## src/rtl/lcd_pkg.sv

```systemverilog
// Shared types and LCD command constants for the LCD write scheduler.
package lcd_pkg;

   typedef enum logic [2:0] {
      StPowerup = 3'd0,
      StInit    = 3'd1,
      StIdle    = 3'd2,
      StSetup   = 3'd3,
      StPulse   = 3'd4,
      StHold    = 3'd5
   } state_e;

   localparam logic [7:0] CMD_FUNC_SET = 8'h38;
   localparam logic [7:0] CMD_DISP_ON  = 8'h0C;
   localparam logic [7:0] CMD_ENTRY    = 8'h06;
   localparam logic [7:0] CMD_CLEAR    = 8'h01;
   localparam logic [7:0] CMD_HOME     = 8'h02;
   localparam logic [7:0] CMD_LINE1    = 8'h80;
   localparam logic [7:0] CMD_LINE2    = 8'hC0;

   localparam int unsigned INIT_LEN = 4;

   // Entry k sits at INIT_ROM[k].
   localparam logic [INIT_LEN-1:0][7:0] INIT_ROM = {CMD_CLEAR, CMD_ENTRY, CMD_DISP_ON, CMD_FUNC_SET};

   // Clear and home need the long execution wait.
   function automatic logic is_long_cmd(input logic rs, input logic [7:0] data);
      return !rs && (data == CMD_CLEAR || data == CMD_HOME || data == 8'h03);
   endfunction

endpackage

```

## src/rtl/lcd_tick_gen.sv

```systemverilog
// Free-running divider giving a one-clk tick every CLK_DIV clocks.
module lcd_tick_gen #(
   parameter int unsigned CLK_DIV = 5
) (
   input  logic clk,
   input  logic rst,
   output logic tick
);

   logic [15:0] cnt;

   assign tick = (cnt == 16'(CLK_DIV - 1));

   always_ff @(posedge clk) begin
      if (rst) begin
         cnt <= 16'd0;
      end else if (tick) begin
         cnt <= 16'd0;
      end else begin
         cnt <= cnt + 16'd1;
      end
   end

endmodule

```

## src/rtl/lcd_write_scheduler.sv

```systemverilog
// HD44780 write scheduler: power-up init, round-robin arbitration of two writers.
// Optional LCD_AUTO_LINE_EN: cursor tracking with automatic wrap to the other line.
module lcd_write_scheduler
   import lcd_pkg::*;
#(
   parameter int unsigned CLK_DIV         = 5,
   parameter int unsigned POWERUP_TICKS   = 70,
   parameter int unsigned E_TICKS         = 1,
   parameter int unsigned WAIT_TICKS      = 2,
   parameter int unsigned LONG_WAIT_TICKS = 200
) (
   input  logic        clk,
   input  logic        rst,
   input  logic [1:0]  req,
   input  logic [1:0]  req_rs,
   input  logic [15:0] req_data,
   output logic [1:0]  gnt,
   output logic        busy,
   output logic        init_done,
   output logic        lcd_e,
   output logic        lcd_rs,
   output logic        lcd_rw,
   output logic [7:0]  lcd_data
);

   localparam logic [15:0] PowerupLast = 16'(POWERUP_TICKS - 1);
   localparam logic [15:0] ELast       = 16'(E_TICKS - 1);
   localparam logic [15:0] WaitLast    = 16'(WAIT_TICKS - 1);
   localparam logic [15:0] LongLast    = 16'(LONG_WAIT_TICKS - 1);

   logic tick;

   lcd_tick_gen #(
      .CLK_DIV(CLK_DIV)
   ) u_tick_gen (
      .clk (clk),
      .rst (rst),
      .tick(tick)
   );

   state_e      state_q, state_d;
   logic [15:0] cnt_q, cnt_d;
   logic [1:0]  k_q, k_d;
   logic        lat_rs_q, lat_rs_d;
   logic [7:0]  lat_data_q, lat_data_d;
   logic [1:0]  gnt_q, gnt_d;
   logic        rr_q, rr_d;
   logic        init_done_q, init_done_d;
   logic        lcd_e_q, lcd_e_d;
   logic        lcd_rs_q, lcd_rs_d;
   logic [7:0]  lcd_data_q, lcd_data_d;

   logic        gr_idx;
   logic        gr_rs;
   logic [7:0]  gr_data;
   logic [15:0] hold_last;

`ifdef LCD_AUTO_LINE_EN
   logic        line_q, line_d;
   logic [4:0]  col_q, col_d;
   logic        ins_pend_q, ins_pend_d;
   logic [7:0]  ins_data_q, ins_data_d;
`endif

   // Tie goes to the requester that was not served last.
   assign gr_idx    = (req == 2'b11) ? ~rr_q : req[1];
   assign gr_rs     = gr_idx ? req_rs[1] : req_rs[0];
   assign gr_data   = gr_idx ? req_data[15:8] : req_data[7:0];
   assign hold_last = is_long_cmd(lat_rs_q, lat_data_q) ? LongLast : WaitLast;

   always_comb begin
      state_d     = state_q;
      cnt_d       = cnt_q;
      k_d         = k_q;
      lat_rs_d    = lat_rs_q;
      lat_data_d  = lat_data_q;
      gnt_d       = 2'b00;
      rr_d        = rr_q;
      init_done_d = init_done_q;
      lcd_rs_d    = lcd_rs_q;
      lcd_data_d  = lcd_data_q;
`ifdef LCD_AUTO_LINE_EN
      line_d      = line_q;
      col_d       = col_q;
      ins_pend_d  = ins_pend_q;
      ins_data_d  = ins_data_q;
`endif
      unique case (state_q)
         StPowerup: begin
            if (tick) begin
               if (cnt_q == PowerupLast) begin
                  state_d = StInit;
                  cnt_d   = 16'd0;
               end else begin
                  cnt_d = cnt_q + 16'd1;
               end
            end
         end
         StInit: begin
            lat_rs_d   = 1'b0;
            lat_data_d = INIT_ROM[k_q];
            cnt_d      = 16'd0;
            state_d    = StSetup;
         end
         StIdle: begin
            if (req != 2'b00) begin
               lat_rs_d       = gr_rs;
               lat_data_d     = gr_data;
               gnt_d[gr_idx]  = 1'b1;
               rr_d           = gr_idx;
               cnt_d          = 16'd0;
               state_d        = StSetup;
`ifdef LCD_AUTO_LINE_EN
               if (gr_rs) begin
                  if (col_q == 5'd16) begin
                     ins_pend_d = 1'b1;
                     ins_data_d = gr_data;
                     lat_rs_d   = 1'b0;
                     lat_data_d = line_q ? CMD_LINE1 : CMD_LINE2;
                     line_d     = ~line_q;
                     col_d      = 5'd1;
                  end else begin
                     col_d = col_q + 5'd1;
                  end
               end else if (gr_data[7:4] == 4'h8) begin
                  line_d = 1'b0;
                  col_d  = {1'b0, gr_data[3:0]};
               end else if (gr_data[7:4] == 4'hC) begin
                  line_d = 1'b1;
                  col_d  = {1'b0, gr_data[3:0]};
               end else if (is_long_cmd(1'b0, gr_data)) begin
                  line_d = 1'b0;
                  col_d  = 5'd0;
               end
`endif
            end
         end
         StSetup: begin
            lcd_rs_d   = lat_rs_q;
            lcd_data_d = lat_data_q;
            if (tick) begin
               cnt_d   = 16'd0;
               state_d = StPulse;
            end
         end
         StPulse: begin
            if (tick) begin
               if (cnt_q == ELast) begin
                  cnt_d   = 16'd0;
                  state_d = StHold;
               end else begin
                  cnt_d = cnt_q + 16'd1;
               end
            end
         end
         StHold: begin
            if (tick) begin
               if (cnt_q == hold_last) begin
                  cnt_d = 16'd0;
                  if (!init_done_q) begin
                     if (k_q == 2'(INIT_LEN - 1)) begin
                        init_done_d = 1'b1;
                        state_d     = StIdle;
                     end else begin
                        k_d     = k_q + 2'd1;
                        state_d = StInit;
                     end
                  end else begin
                     state_d = StIdle;
                  end
`ifdef LCD_AUTO_LINE_EN
                  // Character that was held back behind the inserted line command.
                  if (ins_pend_q) begin
                     ins_pend_d = 1'b0;
                     lat_rs_d   = 1'b1;
                     lat_data_d = ins_data_q;
                     state_d    = StSetup;
                  end
`endif
               end else begin
                  cnt_d = cnt_q + 16'd1;
               end
            end
         end
         default: state_d = StPowerup;
      endcase
      lcd_e_d = (state_d == StPulse);
   end

   always_ff @(posedge clk) begin
      if (rst) begin
         state_q     <= StPowerup;
         cnt_q       <= 16'd0;
         k_q         <= 2'd0;
         lat_rs_q    <= 1'b0;
         lat_data_q  <= 8'h00;
         gnt_q       <= 2'b00;
         rr_q        <= 1'b1;
         init_done_q <= 1'b0;
         lcd_e_q     <= 1'b0;
         lcd_rs_q    <= 1'b0;
         lcd_data_q  <= 8'h00;
`ifdef LCD_AUTO_LINE_EN
         line_q      <= 1'b0;
         col_q       <= 5'd0;
         ins_pend_q  <= 1'b0;
         ins_data_q  <= 8'h00;
`endif
      end else begin
         state_q     <= state_d;
         cnt_q       <= cnt_d;
         k_q         <= k_d;
         lat_rs_q    <= lat_rs_d;
         lat_data_q  <= lat_data_d;
         gnt_q       <= gnt_d;
         rr_q        <= rr_d;
         init_done_q <= init_done_d;
         lcd_e_q     <= lcd_e_d;
         lcd_rs_q    <= lcd_rs_d;
         lcd_data_q  <= lcd_data_d;
`ifdef LCD_AUTO_LINE_EN
         line_q      <= line_d;
         col_q       <= col_d;
         ins_pend_q  <= ins_pend_d;
         ins_data_q  <= ins_data_d;
`endif
      end
   end

   assign gnt       = gnt_q;
   assign busy      = (state_q != StIdle);
   assign init_done = init_done_q;
   assign lcd_e     = lcd_e_q;
   assign lcd_rs    = lcd_rs_q;
   assign lcd_rw    = 1'b0;
   assign lcd_data  = lcd_data_q;

endmodule

```

## config.mk

```make
export PLATFORM = sky130hd
export DESIGN_NAME = lcd_write_scheduler
export DESIGN_NICKNAME = d
export VERILOG_FILES = /design/src/rtl/lcd_pkg.sv /design/src/rtl/lcd_tick_gen.sv /design/src/rtl/lcd_write_scheduler.sv
export SDC_FILE = /design/constraint.sdc
export NUM_CORES = 1
export LEC_CHECK = 0
export BUFFER_PORTS_ARGS = -buffer_cell sky130_fd_sc_hd__buf_2
export CORE_AREA = 2 2 76 78
export CTS_CLUSTER_DIAMETER = 80
export DETAILED_ROUTE_END_ITERATION = 10
export DIE_AREA = 0 0 78 80
export GPL_TIMING_DRIVEN = 0
export PLACE_DENSITY = 0.84
export RECOVER_POWER = 25
export SYNTH_ARGS = -nofsm -noshare
export SYNTH_HDL_FRONTEND = slang
export SYNTH_HIERARCHICAL = 1
export SYNTH_SLANG_ARGS = --single-unit
```

## constraint.sdc

```tcl
create_clock -name clk -period 3.4 [get_ports clk]
set_clock_uncertainty 0.1 [all_clocks]
set_input_delay 0.34 -clock clk [delete_from_list [all_inputs] [get_ports clk]]
set_output_delay 0.34 -clock clk [all_outputs]
set_load 0.02 [all_outputs]
```

==> impl_metrics.json, run 1 <==
{
  "worst-r2r-cell-count": 11,
  "grt_use_met2_pct": 38.45,
  "p_sw_share_pct": 31.15,
  "power_density_mw_per_mm2": 560.3,
  "first_pass_iters": 4,
  "post-cts-setup-buffers": 0,
  "seq_power_share_pct": 39.6,
  "cts_resized": 0,
  "finalCritPeriodShare_pct": 83.13,
  "cts_tree": "built",
  "max_freq_mhz": 353.8,
  "num_io_pins": 37,
  "syn2layout_area_growth_pct": 15.11,
  "crit_type": "register to register",
  "final.setup.tns_ps": 0,
  "drive_above_1_share_pct": 12.06,
  "setup_ws_ps": 573.6,
  "synth_edf_count": 0,
  "initial_core_util_pct": 56.83,
  "use_met1_pct": 30.54,
  "overflow": 0,
  "vias": 2804,
  "post-route-util_pct": 65.42,
  "internal_power_mw": 1.364,
  "netlist_instances": 373,
  "hold_viol": 0,
  "min_to": "lat_data_q[7]",
  "hpwl_um": 4906,
  "netlist_top_cells_count": "dfxtp_1 (60), nor2_1 (48), nand2_1 (47)",
  "synth_ff_type": "dfxtp_1",
  "hold_path.class": "input pin to register",
  "routed_wl_um": 6861,
  "holdWs_ps": 295.1,
  "grt_pass1_vias": 2606,
  "diodes": 0,
  "htreeDepth": 3,
  "track_usage_pct": 23.93,
  "portBuffers": 35,
  "clkTransAtPathRegs_ps": 70,
  "synth_top_area_share_pct": 39.10,
  "worstHoldStart": "req_data[15]",
  "root_buffer": "clkbuf_8",
  "grt_busiest_layer": "met2",
  "antenna_left": 0,
  "cts.sinks": 60,
  "syn_area_sq_mm": 0.003072,
  "syn-num-nets": 403,
  "pre_cts_ws_ps": 625.6,
  "drt_iter0_markers": 160,
  "cts_buffers": 9,
  "r2r_start": "u_tick_gen/cnt[0]",
  "power.switching_mw": 0.6171,
  "dieArea_sq_mm": 0.006240,
  "clk_path_buf_depth": 2,
  "dpl-instance-area_sq_mm": 0.003337,
  "fillers": 477,
  "die_x_um": 78,
  "nets": 449,
  "clock_power_share_pct": 36.8,
  "rsz0062_at_grt": "no",
  "status": "finished, final reports clean",
  "crit_required_ps": 3590,
  "post-route-min-period_ps": 2826,
  "pwr-share-comb_pct": 23.7,
  "core-area_sq_mm": 0.005405,
  "hold_buffers": 0,
  "worst_pin_slew_ps": 544.7,
  "seqCellArea_sq_mm": 0.001201,
  "path_max_fanout": 10,
  "worstReg2RegEnd": "cnt_q[7]",
  "setup_violations": 0,
  "drv_cap": 0,
  "design_area_sq_mm": 0.003536,
  "rrSetupSlack_ps": 570,
  "ir_drop_uv": 327.9,
  "hold_depth": 5,
  "drc_errors": 0,
  "yosysMostFrequentCell": "dfxtp_1",
  "p_leak_nw": 1.357,
  "ys_seq_area_share_pct": 39.10,
  "clkLatencyLatePin_ps": 340,
  "row_count": 27,
  "maxSlewViolCount": 0,
  "gr-usage-met3_pct": 4.864,
  "multi_input_area_sq_mm": 0.001723,
  "synth-seq-cells": 60,
  "antenna_found_initial": 0,
  "wl_per_cell_um": 13.86,
  "yosysTopAreaCell": "dfxtp_1",
  "cp.arrival_ps": 3010,
  "async_flop_share_pct": 0,
  "cp-end-kind": "register",
  "synth_cell_types": 53,
  "syn_avg_cell_area_sq_um": 8.235,
  "start_kind": "register",
  "die_h_um": 80,
  "synth_area_leaders": "dfxtp_1 (39%), nor2_1 (5.9%), nand2_1 (5.7%)",
  "gp_congestion": 0.9339,
  "via_per_inst": 5.665,
  "slew_headroom_pct": 63.60,
  "grt_max_degree": 11,
  "yosys_warnings": 6,
  "grt_pass1_wl_um": 11720
}
-- metrics by stage --
stage,cells,total power [mW]
2_1_floorplan,373,1.144
3_5_place_dp,480,1.259
3_3_place_gp,480,1.247
4_1_cts,495,1.990
5_1_grt,495,2.089
6_report,495,1.981
-- registers in the layout, summed over array words and instances, names as in the netlist --
name and count:
lcd_e 1, cnt_q 16, init_done 1, u_tick_gen/cnt 16
lcd_data 8, k_q 2, gnt 2, lat_rs_q 1
state_q 3, rr_q 1, lcd_rs 1, lat_data_q 8
-- power by group through the flow --
stage | logic, mW | clock network [mW] | registers, mW
after global placement | 0.450 | 0 | 0.797
final | 0.469 | 0.728 | 0.784
after CTS | 0.466 | 0.741 | 0.783
after floorplan | 0.351 | 0 | 0.793
after detailed placement | 0.460 | 0 | 0.799
after global routing | 0.533 | 0.767 | 0.789
-- cell families (layout without fill, tap and decap cells) --
| family | after synthesis | in the layout | share of synthesized area, % |
|---|---|---|---|
| AO/OA/AOI/OAI | 58 | 58 | 13.44 |
| other | 1 | 1 | 0.1221 |
| AND/OR/NAND/NOR | 181 | 181 | 30.02 |
| flip-flops | 60 | 60 | 39.10 |
| adder cells (fa/ha/maj) | 8 | 8 | 3.259 |
| XOR/XNOR | 21 | 21 | 5.988 |
| buffers and inverters | 34 | 84 | 4.806 |
| multiplexers | 10 | 10 | 3.259 |
-- routing by layer --
layer	wire length (um)	up-vias	share of wire, %
li1	-	1397	-
met1	3182	1331	46
met2	3244	63	47
met3	302	13	4.4
met4	132	0	1.9
met5	0	-	0
-- cells in the final DEF (no fill, tap or decap), types with 7 or more instances in the layout --
cell and n:
nor3_1 12, buf_2 22, nand4_1 9, xnor2_1 17
a22o_1 7, a21oi_1 20, nor2_1 48, inv_1 16
mux2i_1 10, dfxtp_1 60, nor4_1 8, ha_1 8
clkbuf_1 27, nand3_1 16, nand2_1 47, clkbuf_8 11
-- layout make-up --
cell class | count | share of cell area [%]
sequential | 60 | 33.97
tap | 72 | 2.548
clock inverter | 4 | 2.052
buffer | 18 | 2.229
timing repair buffer | 35 | 4.494
inverter | 16 | 1.699
clock buffer | 11 | 4.282
multi-input combinational | 279 | 48.73
-- worst max path at each step --
| stage | slack [ps] | end | from |
|---|---|---|---|
| after CTS | 600 | cnt_q[5] | u_tick_gen/cnt[0] |
| after detailed placement | 630 | cnt_q[12] | u_tick_gen/cnt[0] |
| after global routing | 320 | cnt_q[9] | u_tick_gen/cnt[4] |
| after floorplan | 990 | cnt_q[11] | cnt_q[3] |
| after global placement | 670 | cnt_q[7] | u_tick_gen/cnt[0] |
| final | 570 | cnt_q[7] | u_tick_gen/cnt[0] |
-- critical path, stage by stage (launching register included) --
cell and delay (ps):
dfxtp_1 380, inv_1 60, ha_1 190, nor4b_1 130
and4_1 280, and2_1 230, a31oi_1 160, o22a_1 290
clkbuf_1 410, nand2_1 250, o21ai_0 140, a22o_1 150
Power figures use the tool's default switching activity.
==> run 2, diff against run 1 <==
ABC_AREA = 1   (was not set)
CORE_AREA = 2 2 84 86   (was 2 2 76 78)
DIE_AREA = 0 0 86 88   (was 0 0 78 80)
PLACE_DENSITY = 0.8   (was 0.84)
clock period = 2.3 ns   (was 3.4 ns; I/O delays follow)
==> run 2 against run 1 <==
Compared with the run above:
- non-clock buffer count unchanged
- maximum frequency rose by 28%
- design area is 9.4% higher
- combinational power is 4% higher
- area after synthesis is 11% higher
- die area up 21%
- critical endpoint is now cnt_q[12]
- highest routed layer unchanged
==> impl_metrics.json, run 2 <==
{
  "power_density_mw_per_mm2": 633.8,
  "syn2layout_area_growth_pct": 13.88,
  "initial_core_util_pct": 51.15,
  "cp-end-kind": "register",
  "ir_drop_uv": 340.5,
  "row_count": 30,
  "portBuffers": 35,
  "yosys_warnings": 6,
  "rsz0062_at_grt": "no",
  "finalCritPeriodShare_pct": 95.66,
  "via_per_inst": 5.325,
  "design_area_sq_mm": 0.003870,
  "hold_path.class": "input pin to register",
  "final_common_cell": "nand2_1",
  "synth-seq-cells": 60,
  "die_h_um": 88,
  "cts.sinks": 60,
  "hold_buffers": 0,
  "ys_seq_area_share_pct": 35.35,
  "status": "finished, final reports clean",
  "vias": 3440,
  "cts_tree": "built",
  "min_to": "u_tick_gen/cnt[10]",
  "yosysMostFrequentCell": "nand2_1",
  "crit_required_ps": 2480,
  "routed_wl_um": 8222,
  "syn_avg_cell_area_sq_um": 6.650,
  "hpwl_um": 5990,
  "hold_viol": 0,
  "crit_chain": "inv_1 -> ha_1 -> nand3_1 -> nor4_4 -> buf_4 -> a211oi_1 -> nor2_1 -> nand2_2 -> inv_1 -> nand2_1 -> o21bai_1 -> nand3_1 -> nor2_1",
  "rrSetupSlack_ps": 100,
  "worstHoldStart": "rst",
  "first_pass_iters": 7,
  "async_flop_share_pct": 0,
  "layout_common_cells": "nand2_1 (97), nor2_1 (91), inv_1 (62)",
  "antenna_left": 0,
  "worstReg2RegEnd": "cnt_q[12]",
  "clkTransAtPathRegs_ps": 70,
  "netlist_instances": 511,
  "path_max_fanout": 6,
  "pre_cts_ws_ps": -234.9,
  "overflow": 0,
  "syn_area_sq_mm": 0.003398,
  "synth_cell_types": 36,
  "num_io_pins": 37,
  "dpl-instance-area_sq_mm": 0.003680,
  "drc_errors": 0,
  "r2r_start": "u_tick_gen/cnt[0]",
  "drive_above_1_share_pct": 14.13,
  "hold_depth": 4,
  "fillers": 621,
  "start_kind": "register",
  "dieArea_sq_mm": 0.007568,
  "cts_buffers": 9,
  "core-area_sq_mm": 0.006644,
  "wl_per_cell_um": 12.73,
  "yosysTopAreaCell": "dfxtp_1",
  "htreeDepth": 3,
  "drt_iter0_markers": 181,
  "crit_type": "register to register",
  "maxSlewViolCount": 0,
  "cp.arrival_ps": 2380,
  "worst-r2r-cell-count": 13,
  "max_stage_delay_ps": 360,
  "synth_ff_type": "dfxtp_1",
  "synth_edf_count": 0,
  "synth_area_leaders": "dfxtp_1 (35%), nand2_1 (11%), nor2_1 (10%)",
  "max_freq_mhz": 454.5,
  "synth_top_area_share_pct": 35.35,
  "track_usage_pct": 22.93,
  "nets": 591,
  "die_x_um": 86,
  "grt_pass1_wl_um": 13900,
  "setup_ws_ps": 99.92,
  "antenna_found_initial": 0,
  "clkLatencyLatePin_ps": 350,
  "post-route-min-period_ps": 2200,
  "grt_max_degree": 11,
  "syn-num-nets": 541,
  "worst_pin_slew_ps": 543.7,
  "slew_headroom_pct": 63.75,
  "cp_slowest_cell": "dfxtp_2",
  "largestRegisters": "cnt_q x16, u_tick_gen/cnt x16",
  "netlist_top_cells_count": "nand2_1 (96), nor2_1 (91), inv_1 (61)",
  "setup_violations": 0,
  "grt_pass1_vias": 3259,
  "gp_congestion": 0.8681,
  "clk_path_buf_depth": 2,
  "drv_cap": 0,
  "diodes": 0,
  "root_buffer": "clkbuf_8",
  "p_leak_nw": 1.632
}
[run 2: cell count changes in the layout (fill, tap and decap cells not counted), sizes merged, moves of 6 or more]
| cell | change |
|---|---|
| nand2 | +57 |
| inv | +51 |
| nor2 | +50 |
| nand3 | +25 |
| a21oi | +23 |
| o21ai | +20 |
| xnor2 | -14 |
| nor4 | -11 |
| mux2i | -10 |
| a22o | -7 |
| and3 | -7 |
| buf | +7 |
| clkbuf | -6 |
[run 2: how the worst max path moves through the flow]
stage	depth (start not counted)	from	endpoint	slack [ps]
floorplan	11	u_tick_gen/cnt[0]	cnt_q[15]	200
global placement	11	u_tick_gen/cnt[0]	cnt_q[10]	-180
detailed placement	11	u_tick_gen/cnt[0]	cnt_q[2]	-230
CTS	9	u_tick_gen/cnt[2]	cnt_q[2]	20
global route	12	u_tick_gen/cnt[0]	cnt_q[5]	10
finish	13	u_tick_gen/cnt[0]	cnt_q[12]	100
[run 2: routing by layer]
metal  GRT usage, %  wire length [um]  vias to the layer above  share of wire [%]
met3          6.126               486                       19                5.9
met2          40.66              3973                      119                 48
met5              0                 0                        -                  0
li1               -                 -                     1742                  -
met1          26.69              3601                     1560                 44
met4          8.081               161                        0                2.0
[run 2: logic make-up after synthesis]
| group | after synthesis | synth area share, % |
|---|---|---|
| and+or+nand+nor | 266 | 34.98 |
| AOI/OAI and AO/OA | 83 | 13.51 |
| buffers and inverters | 83 | 10.53 |
| DFF | 60 | 35.35 |
| xor gates and xnor gates | 10 | 2.577 |
| adders and majority gates | 8 | 2.946 |
| other | 1 | 0.1104 |
[run 2: area by class of cell]
class	count	area, sq um	share of cell area, %
clock buffer	12	145.1	3.750
buffer	15	102.6	2.651
clock inverter	4	25.02	0.6466
tap	80	100.1	2.586
sequential	60	1202	31.07
multi-input combinational	369	1858	48.01
timing repair buffer	38	181.4	4.688
inverter	68	255.2	6.596
[run 2: what timing repair did]
item,4_1_cts,5_1_grt
pin swaps,1,3
resized for setup,1,1
endpoints found under the hold margin,0,0
gates cloned,0,1
buffers inserted,0,3
setup endpoints to repair,18,15
[run 2: through the flow]
stage / total power [mW] / setup TNS [ps] / utilization, % / std cells / hold slack [ps]
after floorplan: 1.490 / 0 / - / 511 / 314.6
after global placement: 1.593 / -2250 / 55.39 / 626 / 359.0
after detailed placement: 1.611 / -3198 / 55.39 / 626 / 369.6
after CTS: 2.450 / 0 / 58.08 / 642 / 73.91
after global routing: 2.573 / 0 / 58.25 / 646 / 88.61
final: 2.453 / 0 / 58.25 / 646 / 70.11
[run 2: where the power goes]
part	internal [mW]	switching, mW	total [mW]	leakage, nW
clock	0.417	0.419	0.836	0.0824
combinational	0.178	0.309	0.487	1.06
sequential	1.08	0.0460	1.13	0.485
[run 2: worst max-delay path, delay by kind of cell (launching register included)]
kind	cells	cell delay [ps]
flip-flops	1	360
buffers and inverters	3	400
AO/OA/AOI/OAI	2	180
AND/OR/NAND/NOR	7	920
adder cells (fa/ha/maj)	1	170
==> run 3, diff against run 2 <==
PLACE_DENSITY = 0.81   (was 0.8)
SYNTH_HIERARCHICAL = not set   (was 1)
==> run 3 against run 2 <==
Compared with the run above:
- maximum frequency increased by 4.0%
- core utilization increased by 0.49 points
- routed wire length decreased by 3.3%
- critical path depth decreased by 3
- via count decreased by 1.5%
- highest routed layer unchanged
- sequential share of layout area decreased by 0.29 points
- worst setup slack improved by 85 ps
==> impl_metrics.json, run 3 <==
{
  "status": "finished, final reports clean",
  "cp_top_family": "buffers and inverters",
  "clkTransAtPathRegs_ps": 70,
  "core-area_sq_mm": 0.006644,
  "fillers": 613,
  "worst_pin_slew_ps": 701.9,
  "holdWs_ps": 105.9,
  "track_usage_pct": 22.69,
  "gp_congestion": 0.8681,
  "drive_above_1_share_pct": 17.42,
  "largestRegisters": "cnt_q x16, u_tick_gen.cnt x16",
  "drt_iter0_markers": 230,
  "path_max_fanout": 10,
  "dp_cells": 614,
  "drc_errors": 0,
  "setup_violations": 0,
  "layout_common_cells": "nand2_1 (90), nor2_1 (78), dfxtp_1 (60)",
  "fin_cells": 631,
  "syn-num-nets": 529,
  "netlist_top_cells_count": "nand2_1 (88), nor2_1 (77), dfxtp_1 (60)",
  "start_kind": "register",
  "yosysTopAreaCell": "dfxtp_1",
  "antenna_left": 0,
  "cts_buffers": 9,
  "die_h_um": 88,
  "nets": 577,
  "root_buffer": "clkbuf_8",
  "dieArea_sq_mm": 0.007568,
  "power_density_mw_per_mm2": 631.3,
  "ir_drop_uv": 465.8,
  "netlist_instances": 499,
  "clkLatencyLatePin_ps": 350,
  "cts.sinks": 60,
  "maxSlewViolCount": 0,
  "hold_path.class": "input pin to register",
  "cts_tree": "built",
  "final.setup.tns_ps": 0,
  "routed_wl_um": 7949,
  "first_pass_iters": 7,
  "synth_ff_type": "dfxtp_1",
  "grt_pass1_vias": 3150,
  "synth_top_area_share_pct": 34.58,
  "synth-seq-cells": 60,
  "crit_required_ps": 2450,
  "syn_avg_cell_area_sq_um": 6.961,
  "yosys_warnings": 0,
  "hold_viol": 0,
  "design_area_sq_mm": 0.003902,
  "diodes": 0,
  "via_per_inst": 5.369,
  "p_leak_nw": 1.616,
  "post-route-min-period_ps": 2115,
  "syn2layout_area_growth_pct": 12.36,
  "total_power_mw": 2.464,
  "grt_pass1_wl_um": 13740,
  "num_io_pins": 37,
  "crit_type": "register to register",
  "path_buf_inv": 4,
  "async_flop_share_pct": 0,
  "overflow": 0,
  "htreeDepth": 3,
  "initial_core_util_pct": 52.28,
  "dpl-instance-area_sq_mm": 0.003749,
  "max_stage_delay_ps": 540,
  "crit_chain": "inv_1 -> nor2_4 -> nand2_1 -> inv_1 -> nand2_1 -> nand2_2 -> inv_2 -> nand3_1 -> nand3_1 -> dlygate4sd3_1",
  "grt_max_degree": 11,
  "cp-end-kind": "register",
  "die_x_um": 86,
  "rrSetupSlack_ps": 190,
  "cp.arrival_ps": 2260,
  "portBuffers": 35,
  "slew_headroom_pct": 53.21,
  "max_freq_mhz": 472.9,
  "yosysMostFrequentCell": "nand2_1",
  "clk_path_buf_depth": 2,
  "hpwl_um": 6010,
  "rsz0062_at_grt": "no",
  "vias": 3388,
  "final_common_cell": "nand2_1",
  "antenna_found_initial": 0,
  "syn_area_sq_mm": 0.003473,
  "finalCritPeriodShare_pct": 91.94,
  "synth_edf_count": 0,
  "ys_seq_area_share_pct": 34.58,
  "cp_slowest_cell": "dlygate4sd3_1",
  "row_count": 30,
  "drv_cap": 0,
  "synth_area_leaders": "dfxtp_1 (35%), nand2_1 (9.5%), nor2_1 (8.3%)",
  "synth_cell_types": 44,
  "wl_per_cell_um": 12.60
}
==> run 3: changes by cell type after synthesis, sizes merged, moves of 3 or more <==
cell and change:
o21ai -3, nor3 +8, inv -4, a31oi +10, nand3 -4, nor2 -14
a21oi -4
==> run 3: path summary, 6_finish.rpt <==
check	start	end	cells past startpoint
min reg2reg	u_tick_gen.cnt[15]	u_tick_gen.cnt[15]	2
min	req_rs[0]	lat_rs_q	3
max reg2reg	state_q[1]	lat_data_q[6]	10
max	state_q[1]	lat_data_q[6]	10
==> run 3: cell type report <==
class	instances	area, sq um	area share (%)
multi-input combinational	362	1928	49.41
sequential	60	1201	30.78
inverter	64	245.2	6.284
timing repair buffer	37	178.9	4.585
clock buffer	11	141.4	3.623
tap	80	100.1	2.565
buffer	13	81.33	2.084
clock inverter	4	26.28	0.6733
==> run 3: routing by layer <==
layer	GRT usage, %	routed length, um	up-vias
li1	-	-	1730
met1	28.53	3624	1569
met2	37.63	3842	72
met3	4.336	317	17
met4	10.68	165	0
met5	0	0	-
==> run 3: repair_timing <==
action,CTS,global route
endpoints found under the hold margin,1,0
gates resized for setup,0,0
buffers inserted,0,0
hold buffers,2,0
==> run 3: cell families (layout without fill, tap and decap cells) <==
logic type / after synthesis / in the layout / synth area share (%)
simple gates: 261 / 261 / 36.38
fa+ha+maj: 8 / 8 / 2.882
other cells: 1 / 1 / 0.1080
xor+xnor: 7 / 7 / 1.765
buf+inv: 77 / 129 / 9.402
compound gates: 85 / 85 / 14.88
flops: 60 / 60 / 34.58
==> run 3: worst min-delay path, stage by stage <==
cell,delay (ps)
buf_2,70
o21ai_0,100
a21oi_1,120
==> run 3: power breakdown <==
group,leakage [nW],total [mW],internal [mW],switching (mW)
registers,0.485,1.12,1.08,0.0373
logic,1.05,0.508,0.174,0.334
clock network,0.0852,0.834,0.412,0.423
total,1.62,2.46,1.67,0.794
==> run 3: stage by stage <==
stage               setup slack, ps  utilization, %
CTS                           262.8           59.25
finish                        185.3           58.74
floorplan                     621.9               -
global placement              319.4           56.42
global route                  45.11           58.74
detailed placement            297.3           56.42
